## config.mk

```make
export PLATFORM = sky130hd
export DESIGN_NAME = sm4_crypt_core_flat
export DESIGN_NICKNAME = d
export VERILOG_FILES = /design/src/rtl/sm4_pkg.sv /design/src/rtl/sm4_crypt_core_if.sv /design/src/rtl/sm4_round_func.sv /design/src/rtl/sm4_crypt_core.sv /design/src/flat_wrapper.sv
export SDC_FILE = /design/constraint.sdc
export NUM_CORES = 2
export LEC_CHECK = 0
export ABC_AREA = 1
export CORE_AREA = 3 3 500 502
export DETAILED_ROUTE_END_ITERATION = 8
export DIE_AREA = 0 0 503 505
export GPL_ROUTABILITY_DRIVEN = 0
export MAX_ROUTING_LAYER = met4
export PLACE_DENSITY = 0.43
export SETUP_SLACK_MARGIN = 0.3
export SYNTH_ARGS = -nofsm -noshare
export SYNTH_HDL_FRONTEND = slang
export SYNTH_SLANG_ARGS = --single-unit
```

## constraint.sdc

```tcl
create_clock -name clk -period 11.75 [get_ports clk]
set_input_delay 2.35 -clock clk [delete_from_list [all_inputs] [get_ports clk]]
set_output_delay 2.35 -clock clk [all_outputs]
set_load 0.005 [all_outputs]
```

## src/rtl/sm4_pkg.sv

```systemverilog
`default_nettype none
// +---------------------------------------------------------------------+
// | sm4_pkg : shared SM4 tables, FSM encoding and rotate helper  Rev 1.0 |
// +---------------------------------------------------------------------+
package sm4_pkg;

  localparam int NUM_ROUNDS = 32;

  typedef enum logic [1:0] {
    IDLE  = 2'd0,
    ROUND = 2'd1,
    DONE  = 2'd2
  } sm4_state_e;

  localparam logic [7:0] SBOX [256] = '{
    8'hd6, 8'h90, 8'he9, 8'hfe, 8'hcc, 8'he1, 8'h3d, 8'hb7, 8'h16, 8'hb6, 8'h14, 8'hc2, 8'h28, 8'hfb, 8'h2c, 8'h05,
    8'h2b, 8'h67, 8'h9a, 8'h76, 8'h2a, 8'hbe, 8'h04, 8'hc3, 8'haa, 8'h44, 8'h13, 8'h26, 8'h49, 8'h86, 8'h06, 8'h99,
    8'h9c, 8'h42, 8'h50, 8'hf4, 8'h91, 8'hef, 8'h98, 8'h7a, 8'h33, 8'h54, 8'h0b, 8'h43, 8'hed, 8'hcf, 8'hac, 8'h62,
    8'he4, 8'hb3, 8'h1c, 8'ha9, 8'hc9, 8'h08, 8'he8, 8'h95, 8'h80, 8'hdf, 8'h94, 8'hfa, 8'h75, 8'h8f, 8'h3f, 8'ha6,
    8'h47, 8'h07, 8'ha7, 8'hfc, 8'hf3, 8'h73, 8'h17, 8'hba, 8'h83, 8'h59, 8'h3c, 8'h19, 8'he6, 8'h85, 8'h4f, 8'ha8,
    8'h68, 8'h6b, 8'h81, 8'hb2, 8'h71, 8'h64, 8'hda, 8'h8b, 8'hf8, 8'heb, 8'h0f, 8'h4b, 8'h70, 8'h56, 8'h9d, 8'h35,
    8'h1e, 8'h24, 8'h0e, 8'h5e, 8'h63, 8'h58, 8'hd1, 8'ha2, 8'h25, 8'h22, 8'h7c, 8'h3b, 8'h01, 8'h21, 8'h78, 8'h87,
    8'hd4, 8'h00, 8'h46, 8'h57, 8'h9f, 8'hd3, 8'h27, 8'h52, 8'h4c, 8'h36, 8'h02, 8'he7, 8'ha0, 8'hc4, 8'hc8, 8'h9e,
    8'hea, 8'hbf, 8'h8a, 8'hd2, 8'h40, 8'hc7, 8'h38, 8'hb5, 8'ha3, 8'hf7, 8'hf2, 8'hce, 8'hf9, 8'h61, 8'h15, 8'ha1,
    8'he0, 8'hae, 8'h5d, 8'ha4, 8'h9b, 8'h34, 8'h1a, 8'h55, 8'had, 8'h93, 8'h32, 8'h30, 8'hf5, 8'h8c, 8'hb1, 8'he3,
    8'h1d, 8'hf6, 8'he2, 8'h2e, 8'h82, 8'h66, 8'hca, 8'h60, 8'hc0, 8'h29, 8'h23, 8'hab, 8'h0d, 8'h53, 8'h4e, 8'h6f,
    8'hd5, 8'hdb, 8'h37, 8'h45, 8'hde, 8'hfd, 8'h8e, 8'h2f, 8'h03, 8'hff, 8'h6a, 8'h72, 8'h6d, 8'h6c, 8'h5b, 8'h51,
    8'h8d, 8'h1b, 8'haf, 8'h92, 8'hbb, 8'hdd, 8'hbc, 8'h7f, 8'h11, 8'hd9, 8'h5c, 8'h41, 8'h1f, 8'h10, 8'h5a, 8'hd8,
    8'h0a, 8'hc1, 8'h31, 8'h88, 8'ha5, 8'hcd, 8'h7b, 8'hbd, 8'h2d, 8'h74, 8'hd0, 8'h12, 8'hb8, 8'he5, 8'hb4, 8'hb0,
    8'h89, 8'h69, 8'h97, 8'h4a, 8'h0c, 8'h96, 8'h77, 8'h7e, 8'h65, 8'hb9, 8'hf1, 8'h09, 8'hc5, 8'h6e, 8'hc6, 8'h84,
    8'h18, 8'hf0, 8'h7d, 8'hec, 8'h3a, 8'hdc, 8'h4d, 8'h20, 8'h79, 8'hee, 8'h5f, 8'h3e, 8'hd7, 8'hcb, 8'h39, 8'h48
  };

  // Key-schedule constants; consumed by key_expansion, not by the cipher core.
  localparam logic [31:0] FK [4] = '{32'ha3b1bac6, 32'h56aa3350, 32'h677d9197, 32'hb27022dc};

  localparam logic [31:0] CK [32] = '{
    32'h00070e15, 32'h1c232a31, 32'h383f464d, 32'h545b6269, 32'h70777e85, 32'h8c939aa1, 32'ha8afb6bd, 32'hc4cbd2d9,
    32'he0e7eef5, 32'hfc030a11, 32'h181f262d, 32'h343b4249, 32'h50575e65, 32'h6c737a81, 32'h888f969d, 32'ha4abb2b9,
    32'hc0c7ced5, 32'hdce3eaf1, 32'hf8ff060d, 32'h141b2229, 32'h30373e45, 32'h4c535a61, 32'h686f767d, 32'h848b9299,
    32'ha0a7aeb5, 32'hbcc3cad1, 32'hd8dfe6ed, 32'hf4fb0209, 32'h10171e25, 32'h2c333a41, 32'h484f565d, 32'h646b7279
  };

  function automatic logic [31:0] rol32(input logic [31:0] x, input int n);
    return (x << n) | (x >> (32 - n));
  endfunction

endpackage
`default_nettype wire

```

## src/rtl/sm4_crypt_core_if.sv

```systemverilog
`default_nettype none
// +---------------------------------------------------------------------+
// | sm4_crypt_core_if : host block request / result bus         Rev 1.0 |
// +---------------------------------------------------------------------+
interface sm4_crypt_core_if;
  logic         data_valid_in;
  logic         encdec_sel_in;
  logic [127:0] data_in;
  logic         ready_out;
  logic         result_valid_out;
  logic [127:0] result_out;

  modport master (
    output data_valid_in, encdec_sel_in, data_in,
    input  ready_out, result_valid_out, result_out
  );

  modport slave (
    input  data_valid_in, encdec_sel_in, data_in,
    output ready_out, result_valid_out, result_out
  );
endinterface
`default_nettype wire

```

## src/rtl/sm4_round_func.sv

```systemverilog
`default_nettype none
// +---------------------------------------------------------------------+
// | sm4_round_func : one SM4 round, x0 ^ L(tau(x1^x2^x3^rk))     Rev 1.0 |
// +---------------------------------------------------------------------+
module sm4_round_func
  import sm4_pkg::*;
(
  input  logic [31:0] i_x0,
  input  logic [31:0] i_x1,
  input  logic [31:0] i_x2,
  input  logic [31:0] i_x3,
  input  logic [31:0] i_rk,
  output logic [31:0] o_x
);

  logic [31:0] w_a;
  logic [31:0] w_b;

  always_comb begin
    w_a = i_x1 ^ i_x2 ^ i_x3 ^ i_rk;
    w_b = {SBOX[w_a[31:24]], SBOX[w_a[23:16]], SBOX[w_a[15:8]], SBOX[w_a[7:0]]};
    o_x = i_x0 ^ w_b ^ rol32(w_b, 2) ^ rol32(w_b, 10) ^ rol32(w_b, 18) ^ rol32(w_b, 24);
  end

endmodule
`default_nettype wire

```

## src/rtl/sm4_crypt_core.sv

```systemverilog
`default_nettype none
// +---------------------------------------------------------------------+
// | sm4_crypt_core : iterative SM4 encrypt/decrypt engine        Rev 1.0 |
// | SM4_UNROLL2_EN defined: two rounds per clock                         |
// +---------------------------------------------------------------------+
module sm4_crypt_core
  import sm4_pkg::*;
#(
  parameter int KEY_CHECK = 1
) (
  input  logic        clk,
  input  logic        reset_n,
  input  logic        sm4_enable_in,
  input  logic        key_exp_finished_in,
  input  logic [31:0] rk00_in, input logic [31:0] rk01_in, input logic [31:0] rk02_in, input logic [31:0] rk03_in,
  input  logic [31:0] rk04_in, input logic [31:0] rk05_in, input logic [31:0] rk06_in, input logic [31:0] rk07_in,
  input  logic [31:0] rk08_in, input logic [31:0] rk09_in, input logic [31:0] rk10_in, input logic [31:0] rk11_in,
  input  logic [31:0] rk12_in, input logic [31:0] rk13_in, input logic [31:0] rk14_in, input logic [31:0] rk15_in,
  input  logic [31:0] rk16_in, input logic [31:0] rk17_in, input logic [31:0] rk18_in, input logic [31:0] rk19_in,
  input  logic [31:0] rk20_in, input logic [31:0] rk21_in, input logic [31:0] rk22_in, input logic [31:0] rk23_in,
  input  logic [31:0] rk24_in, input logic [31:0] rk25_in, input logic [31:0] rk26_in, input logic [31:0] rk27_in,
  input  logic [31:0] rk28_in, input logic [31:0] rk29_in, input logic [31:0] rk30_in, input logic [31:0] rk31_in,
  sm4_crypt_core_if.slave host
);

`ifdef SM4_UNROLL2_EN
  localparam int CNT_W = 4;
`else
  localparam int CNT_W = 5;
`endif
  // The last pass is always the all-ones count, so the counter wraps only via DONE.
  localparam logic [CNT_W-1:0] CNT_LAST = '1;

  sm4_state_e       r_state;
  sm4_state_e       w_next;
  logic [CNT_W-1:0] r_cnt;
  logic             r_mode;
  logic [31:0]      r_x0, r_x1, r_x2, r_x3;
  logic             r_ready;
  logic             r_valid;
  logic [127:0]     r_result;

  logic [31:0]      w_rk [NUM_ROUNDS];
  logic             w_abort;
  logic             w_accept;
  logic [4:0]       w_idx0;
  logic [31:0]      w_f0;
  logic [127:0]     w_x_next;

  assign w_rk[0]  = rk00_in; assign w_rk[1]  = rk01_in; assign w_rk[2]  = rk02_in; assign w_rk[3]  = rk03_in;
  assign w_rk[4]  = rk04_in; assign w_rk[5]  = rk05_in; assign w_rk[6]  = rk06_in; assign w_rk[7]  = rk07_in;
  assign w_rk[8]  = rk08_in; assign w_rk[9]  = rk09_in; assign w_rk[10] = rk10_in; assign w_rk[11] = rk11_in;
  assign w_rk[12] = rk12_in; assign w_rk[13] = rk13_in; assign w_rk[14] = rk14_in; assign w_rk[15] = rk15_in;
  assign w_rk[16] = rk16_in; assign w_rk[17] = rk17_in; assign w_rk[18] = rk18_in; assign w_rk[19] = rk19_in;
  assign w_rk[20] = rk20_in; assign w_rk[21] = rk21_in; assign w_rk[22] = rk22_in; assign w_rk[23] = rk23_in;
  assign w_rk[24] = rk24_in; assign w_rk[25] = rk25_in; assign w_rk[26] = rk26_in; assign w_rk[27] = rk27_in;
  assign w_rk[28] = rk28_in; assign w_rk[29] = rk29_in; assign w_rk[30] = rk30_in; assign w_rk[31] = rk31_in;

  assign w_abort  = !sm4_enable_in || ((KEY_CHECK != 0) && !key_exp_finished_in);
  assign w_accept = host.data_valid_in && r_ready && !w_abort;

`ifdef SM4_UNROLL2_EN
  logic [4:0]  w_idx1;
  logic [31:0] w_f1;

  assign w_idx0 = r_mode ? {r_cnt, 1'b0} : 5'd31 - {r_cnt, 1'b0};
  assign w_idx1 = r_mode ? {r_cnt, 1'b1} : 5'd30 - {r_cnt, 1'b0};

  sm4_round_func u_round0 (
    .i_x0(r_x0), .i_x1(r_x1), .i_x2(r_x2), .i_x3(r_x3), .i_rk(w_rk[w_idx0]), .o_x(w_f0)
  );
  sm4_round_func u_round1 (
    .i_x0(r_x1), .i_x1(r_x2), .i_x2(r_x3), .i_x3(w_f0), .i_rk(w_rk[w_idx1]), .o_x(w_f1)
  );

  assign w_x_next = {r_x2, r_x3, w_f0, w_f1};
`else
  assign w_idx0 = r_mode ? r_cnt : 5'd31 - r_cnt;

  sm4_round_func u_round0 (
    .i_x0(r_x0), .i_x1(r_x1), .i_x2(r_x2), .i_x3(r_x3), .i_rk(w_rk[w_idx0]), .o_x(w_f0)
  );

  assign w_x_next = {r_x1, r_x2, r_x3, w_f0};
`endif

  always_ff @(posedge clk or negedge reset_n) begin
    if (!reset_n) begin
      r_state <= IDLE;
    end else begin
      r_state <= w_next;
    end
  end

  always_comb begin
    w_next = r_state;
    case (r_state)
      IDLE:    if (w_accept) w_next = ROUND;
      ROUND:   if (r_cnt == CNT_LAST) w_next = DONE;
      DONE:    w_next = IDLE;
      default: w_next = IDLE;
    endcase
    if (w_abort) w_next = IDLE;
  end

  always_ff @(posedge clk or negedge reset_n) begin
    if (!reset_n) begin
      r_cnt    <= '0;
      r_mode   <= 1'b0;
      r_x0     <= '0;
      r_x1     <= '0;
      r_x2     <= '0;
      r_x3     <= '0;
      r_ready  <= 1'b0;
      r_valid  <= 1'b0;
      r_result <= '0;
    end else begin
      // Ready is raised while DONE retires, so the next accept lands one cycle after the pulse edge.
      r_ready <= (w_next == IDLE) && !w_abort;
      r_valid <= (r_state == DONE) && !w_abort;

      if ((r_state == DONE) && !w_abort) begin
        r_result <= {r_x3, r_x2, r_x1, r_x0};
      end

      if (w_accept || w_abort) begin
        r_cnt <= '0;
      end else if (r_state == ROUND) begin
        r_cnt <= r_cnt + 1'b1;
      end

      if (w_accept) begin
        {r_x0, r_x1, r_x2, r_x3} <= host.data_in;
        r_mode                   <= host.encdec_sel_in;
      end else if ((r_state == ROUND) && !w_abort) begin
        {r_x0, r_x1, r_x2, r_x3} <= w_x_next;
      end
    end
  end

  assign host.ready_out        = r_ready;
  assign host.result_valid_out = r_valid;
  assign host.result_out       = r_result;

endmodule
`default_nettype wire
```

## src/flat_wrapper.sv

```systemverilog
// flat-port wrapper written by rule: the top's interface ports become plain ports
module sm4_crypt_core_flat import sm4_pkg::*;
#(
  parameter int KEY_CHECK = 1
)
  (clk, reset_n, sm4_enable_in, key_exp_finished_in, rk00_in, rk01_in, rk02_in, rk03_in, rk04_in, rk05_in, rk06_in, rk07_in, rk08_in, rk09_in, rk10_in, rk11_in, rk12_in, rk13_in, rk14_in, rk15_in, rk16_in, rk17_in, rk18_in, rk19_in, rk20_in, rk21_in, rk22_in, rk23_in, rk24_in, rk25_in, rk26_in, rk27_in, rk28_in, rk29_in, rk30_in, rk31_in, host_data_valid_in, host_encdec_sel_in, host_data_in, host_ready_out, host_result_valid_out, host_result_out);
  sm4_crypt_core_if host_i ();
  input  logic clk;
  input  logic reset_n;
  input  logic sm4_enable_in;
  input  logic key_exp_finished_in;
  input  logic [31:0] rk00_in;
  input logic [31:0] rk01_in;
  input logic [31:0] rk02_in;
  input logic [31:0] rk03_in;
  input  logic [31:0] rk04_in;
  input logic [31:0] rk05_in;
  input logic [31:0] rk06_in;
  input logic [31:0] rk07_in;
  input  logic [31:0] rk08_in;
  input logic [31:0] rk09_in;
  input logic [31:0] rk10_in;
  input logic [31:0] rk11_in;
  input  logic [31:0] rk12_in;
  input logic [31:0] rk13_in;
  input logic [31:0] rk14_in;
  input logic [31:0] rk15_in;
  input  logic [31:0] rk16_in;
  input logic [31:0] rk17_in;
  input logic [31:0] rk18_in;
  input logic [31:0] rk19_in;
  input  logic [31:0] rk20_in;
  input logic [31:0] rk21_in;
  input logic [31:0] rk22_in;
  input logic [31:0] rk23_in;
  input  logic [31:0] rk24_in;
  input logic [31:0] rk25_in;
  input logic [31:0] rk26_in;
  input logic [31:0] rk27_in;
  input  logic [31:0] rk28_in;
  input logic [31:0] rk29_in;
  input logic [31:0] rk30_in;
  input logic [31:0] rk31_in;
  input wire logic [$bits(host_i.data_valid_in)-1:0] host_data_valid_in;
  input wire logic [$bits(host_i.encdec_sel_in)-1:0] host_encdec_sel_in;
  input wire logic [$bits(host_i.data_in)-1:0] host_data_in;
  output wire logic [$bits(host_i.ready_out)-1:0] host_ready_out;
  output wire logic [$bits(host_i.result_valid_out)-1:0] host_result_valid_out;
  output wire logic [$bits(host_i.result_out)-1:0] host_result_out;
  assign host_i.data_valid_in = host_data_valid_in;
  assign host_i.encdec_sel_in = host_encdec_sel_in;
  assign host_i.data_in = host_data_in;
  assign host_ready_out = host_i.ready_out;
  assign host_result_valid_out = host_i.result_valid_out;
  assign host_result_out = host_i.result_out;
  sm4_crypt_core #(.KEY_CHECK(KEY_CHECK)) u_core (.clk(clk), .reset_n(reset_n), .sm4_enable_in(sm4_enable_in), .key_exp_finished_in(key_exp_finished_in), .rk00_in(rk00_in), .rk01_in(rk01_in), .rk02_in(rk02_in), .rk03_in(rk03_in), .rk04_in(rk04_in), .rk05_in(rk05_in), .rk06_in(rk06_in), .rk07_in(rk07_in), .rk08_in(rk08_in), .rk09_in(rk09_in), .rk10_in(rk10_in), .rk11_in(rk11_in), .rk12_in(rk12_in), .rk13_in(rk13_in), .rk14_in(rk14_in), .rk15_in(rk15_in), .rk16_in(rk16_in), .rk17_in(rk17_in), .rk18_in(rk18_in), .rk19_in(rk19_in), .rk20_in(rk20_in), .rk21_in(rk21_in), .rk22_in(rk22_in), .rk23_in(rk23_in), .rk24_in(rk24_in), .rk25_in(rk25_in), .rk26_in(rk26_in), .rk27_in(rk27_in), .rk28_in(rk28_in), .rk29_in(rk29_in), .rk30_in(rk30_in), .rk31_in(rk31_in), .host(host_i));
endmodule
```

==> results.py <==
metrics = {
    "worst_setup_path": {
        "criticalPathCategory": "reg2reg",
        "arrival_ns": 9.05,
        "worstPathMaxFanout": 126,
        "crit_path_end_kind": "flop",
        "critPathMostFrequentCell": "nand2_1",
        "cp_slowest_cell": "nand3_1",
        "required_ns": 12.25,
        "cp.buffers_inverters": 5,
        "worst_path_largest_cell_delay_ns": 0.76,
        "crit_path_start_kind": "flop",
        "crit_family": "simple AND/OR/NAND/NOR gates",
    },
    "clocking": {
        "cts_max_level": 1,
        "cts_hold_buf": 0,
        "cts-root-buf": "clkbuf_16",
        "clock_path_buffers": 3,
        "tritoncts": "yes",
        "cts_sinks": 266,
        "clk_latency_ns": 0.60,
        "cts_made_buffers": 30,
        "cts_setup_buffers": 0,
        "cts_resized": 0,
        "clkTransAtPathRegs_ns": 0.07,
    },
    "grt": {
        "grt_use_total_pct": 23.86,
        "grt_pass1_wl_um": 422000,
        "antenna_found_initial": 78,
        "grt_max_degree": 161,
        "grt_overflow_total": 0,
        "grt_pass1_vias": 51361,
    },
    "cells_and_area": {
        "instances_no_fill": 11142,
        "nFillCells": 28391,
        "drive_gt1_share_pct": 2.514,
        "seqCellArea_um2": 6656,
        "nets": 8993,
        "multi_input_area_um2": 26070,
        "syn2layout_area_growth_pct": 46.04,
    },
    "logic_synthesis": {
        "synth_most_common_cell": "nand2_1",
        "yosysSeqAreaShare_pct": 18.37,
        "syn_area_um2": 36230,
        "yosys.area.top_type_share_pct": 27.96,
        "async_reset_ff_share_pct": 100.0,
        "synth_flop_cell": "dfrtp_1",
        "syn_inst": 6894,
        "synth_commonest_cells": "2699 x nand2_1, 1734 x nand3_1, 513 x nor2_1",
        "synth_cell_types": 37,
        "ys_ff_latch": 266,
        "syn_avg_cell_area_um2": 5.255,
        "synth_edf_count": 0,
        "ys_top_cells_by_area": "nand2_1 28%, nand3_1 24%, dfrtp_1 18%, nor2_1 5.3%, o21ai_0 4.1%",
        "synth-warning-count": 0,
        "syn-num-nets": 8076,
        "yosys.area.top_type": "nand2_1",
    },
    "routing": {
        "dr.pass1.iters": 9,
        "drt_drc_violations_left": 0,
        "ant_nets": 0,
        "drt-total-wl_um": 312100,
        "wl_per_cell_um": 28.01,
        "viasPerCell": 4.900,
        "vias": 54592,
        "initialDrtViolationCount": 7258,
    },
    "timing": {
        "setup_viol": 0,
        "worst_slew_pin_slew_ns": 1.240,
        "holdWs_ns": 0.4802,
        "rsz0062_at_grt": "no",
        "relSlewSlack_pct": 17.23,
        "finalCriticalPeriod_ns": 8.547,
        "hold_viol_final": 0,
        "final.setup.tns_ns": 0,
        "finalCritPeriodShare_pct": 72.74,
        "fmax_mhz": 117.0,
        "drv_slew": 0,
        "clock_skew_ns": 0.01053,
    },
    "floorplanning": {
        "dieArea_um2": 254000,
        "placement_rows": 182,
        "fp.dieW_um": 503,
        "core-area_um2": 245700,
        "die_h_um": 505,
        "start_util_pct": 14.74,
        "io_pins": 1288,
    },
    "run_status": {
        "status": "complete, no violations",
    },
    "placed_design": {
        "dp.cells": 10999,
        "dp_hpwl_um": 251300,
        "io_buffers": 1287,
    },
    "job": {
        "max_cap_viol_count": 0,
    },
    "worst_hold_path": {
        "hold_class": "reg2reg",
    },
}
[layer usage]
layer / part of all wire (%) / up-vias / GRT usage (%) / wire, um
li1: - / 24639 / - / -
met2: 43 / 3566 / 35.77 / 134100
met4: 5.8 / 0 / 10.90 / 18120
met5: 0 / - / - / 0
met3: 9.3 / 584 / 4.781 / 28890
met1: 42 / 25803 / 30.70 / 130900
[registers in the layout, indices dropped and copies added, names as in the netlist]
name	cells
u_core.host.ready_out	1
u_core.r_state	2
u_core.r_x3	32
u_core.r_mode	1
u_core.host.result_valid_out	1
u_core.r_x0	32
u_core.r_cnt	5
u_core.r_x1	32
u_core.r_x2	32
u_core.host.result_out	128
[cell usage in the layout (no fill, tap or decap), types with 3 or more instances in the layout]
cell	synthesis	final
nor2_1	513	510
nand2_2	16	20
nand4_1	27	27
inv_6	0	5
or2_2	12	12
clkbuf_8	0	5
clkinv_2	0	6
nand3b_1	17	17
xor2_4	0	3
clkbuf_16	0	30
nor3_1	7	6
o21ai_1	5	5
buf_12	0	7
diode_2	0	87
nor2_4	0	3
clkdlybuf4s50_1	0	1286
o22ai_1	153	153
ha_1	24	24
inv_1	333	330
a21oi_1	167	167
xnor2_1	31	31
nand3_1	1734	1734
inv_2	14	11
clkinv_4	0	4
bufinv_16	0	3
o22a_1	4	4
xor2_1	48	44
nand2_4	1	3
a31oi_1	6	6
nand2_1	2699	2691
o21ai_0	296	296
dfrtp_1	266	266
or2_1	4	4
xor2_2	2	3
o211ai_1	25	25
clkbuf_1	152	5
buf_4	59	70
[area by class of cell]
| cell class | count | area share, % |
|---|---|---|
| Antenna cell | 87 | 0.4115 |
| Multi-Input combinational cell | 5799 | 49.28 |
| Clock inverter | 16 | 0.3618 |
| Tap cell | 3220 | 7.615 |
| Timing Repair Buffer | 1365 | 25.64 |
| Inverter | 349 | 2.526 |
| Clock buffer | 40 | 1.584 |
| Sequential cell | 266 | 12.58 |
[kinds of logic after synthesis]
group / after synthesis / synth area share [%]
buffers and inverters: 829 / 10.07
AND/OR/NAND/NOR: 5035 / 58.83
XOR/XNOR: 81 / 2.000
adder cells (fa/ha/maj): 24 / 0.8289
AO/OA/AOI/OAI: 659 / 9.891
flip-flops: 266 / 18.37
[worst register-to-register path, delay by kind of cell (launching register included)]
family,cells,cell delay [ns]
fa+ha+maj,1,0.46
buf+inv,5,1.61
flops,1,0.75
simple gates,26,5.63
[worst paths after layout]
check | slack (ns) | startpoint | depth (start not counted) | to
max | 3.20 | u_core.r_mode | 32 | u_core.r_x3[25]
min | 0.48 | u_core.host.result_out[122] | 2 | u_core.host.result_out[122]
max reg2reg | 3.20 | u_core.r_mode | 32 | u_core.r_x3[25]
min reg2reg | 0.48 | u_core.host.result_out[122] | 2 | u_core.host.result_out[122]
max in group asynchronous | 8.60 | reset_n | 2 | u_core.r_x3[10]
min in group asynchronous | 1.80 | reset_n | 1 | u_core.host.result_out[49]
[per-stage QoR]
stage	area (um2)	utilization (%)	worst slack (ns)
after floorplan	36230	-	6.772
after global placement	51640	21.02	3.376
after detailed placement	51660	21.03	3.384
after CTS	52690	21.44	3.349
after global routing	52880	21.52	2.735
final	52910	21.53	3.203
Power is not shown: default switching activity piles up to over one toggle a cycle in this logic, so the estimate is an artifact.
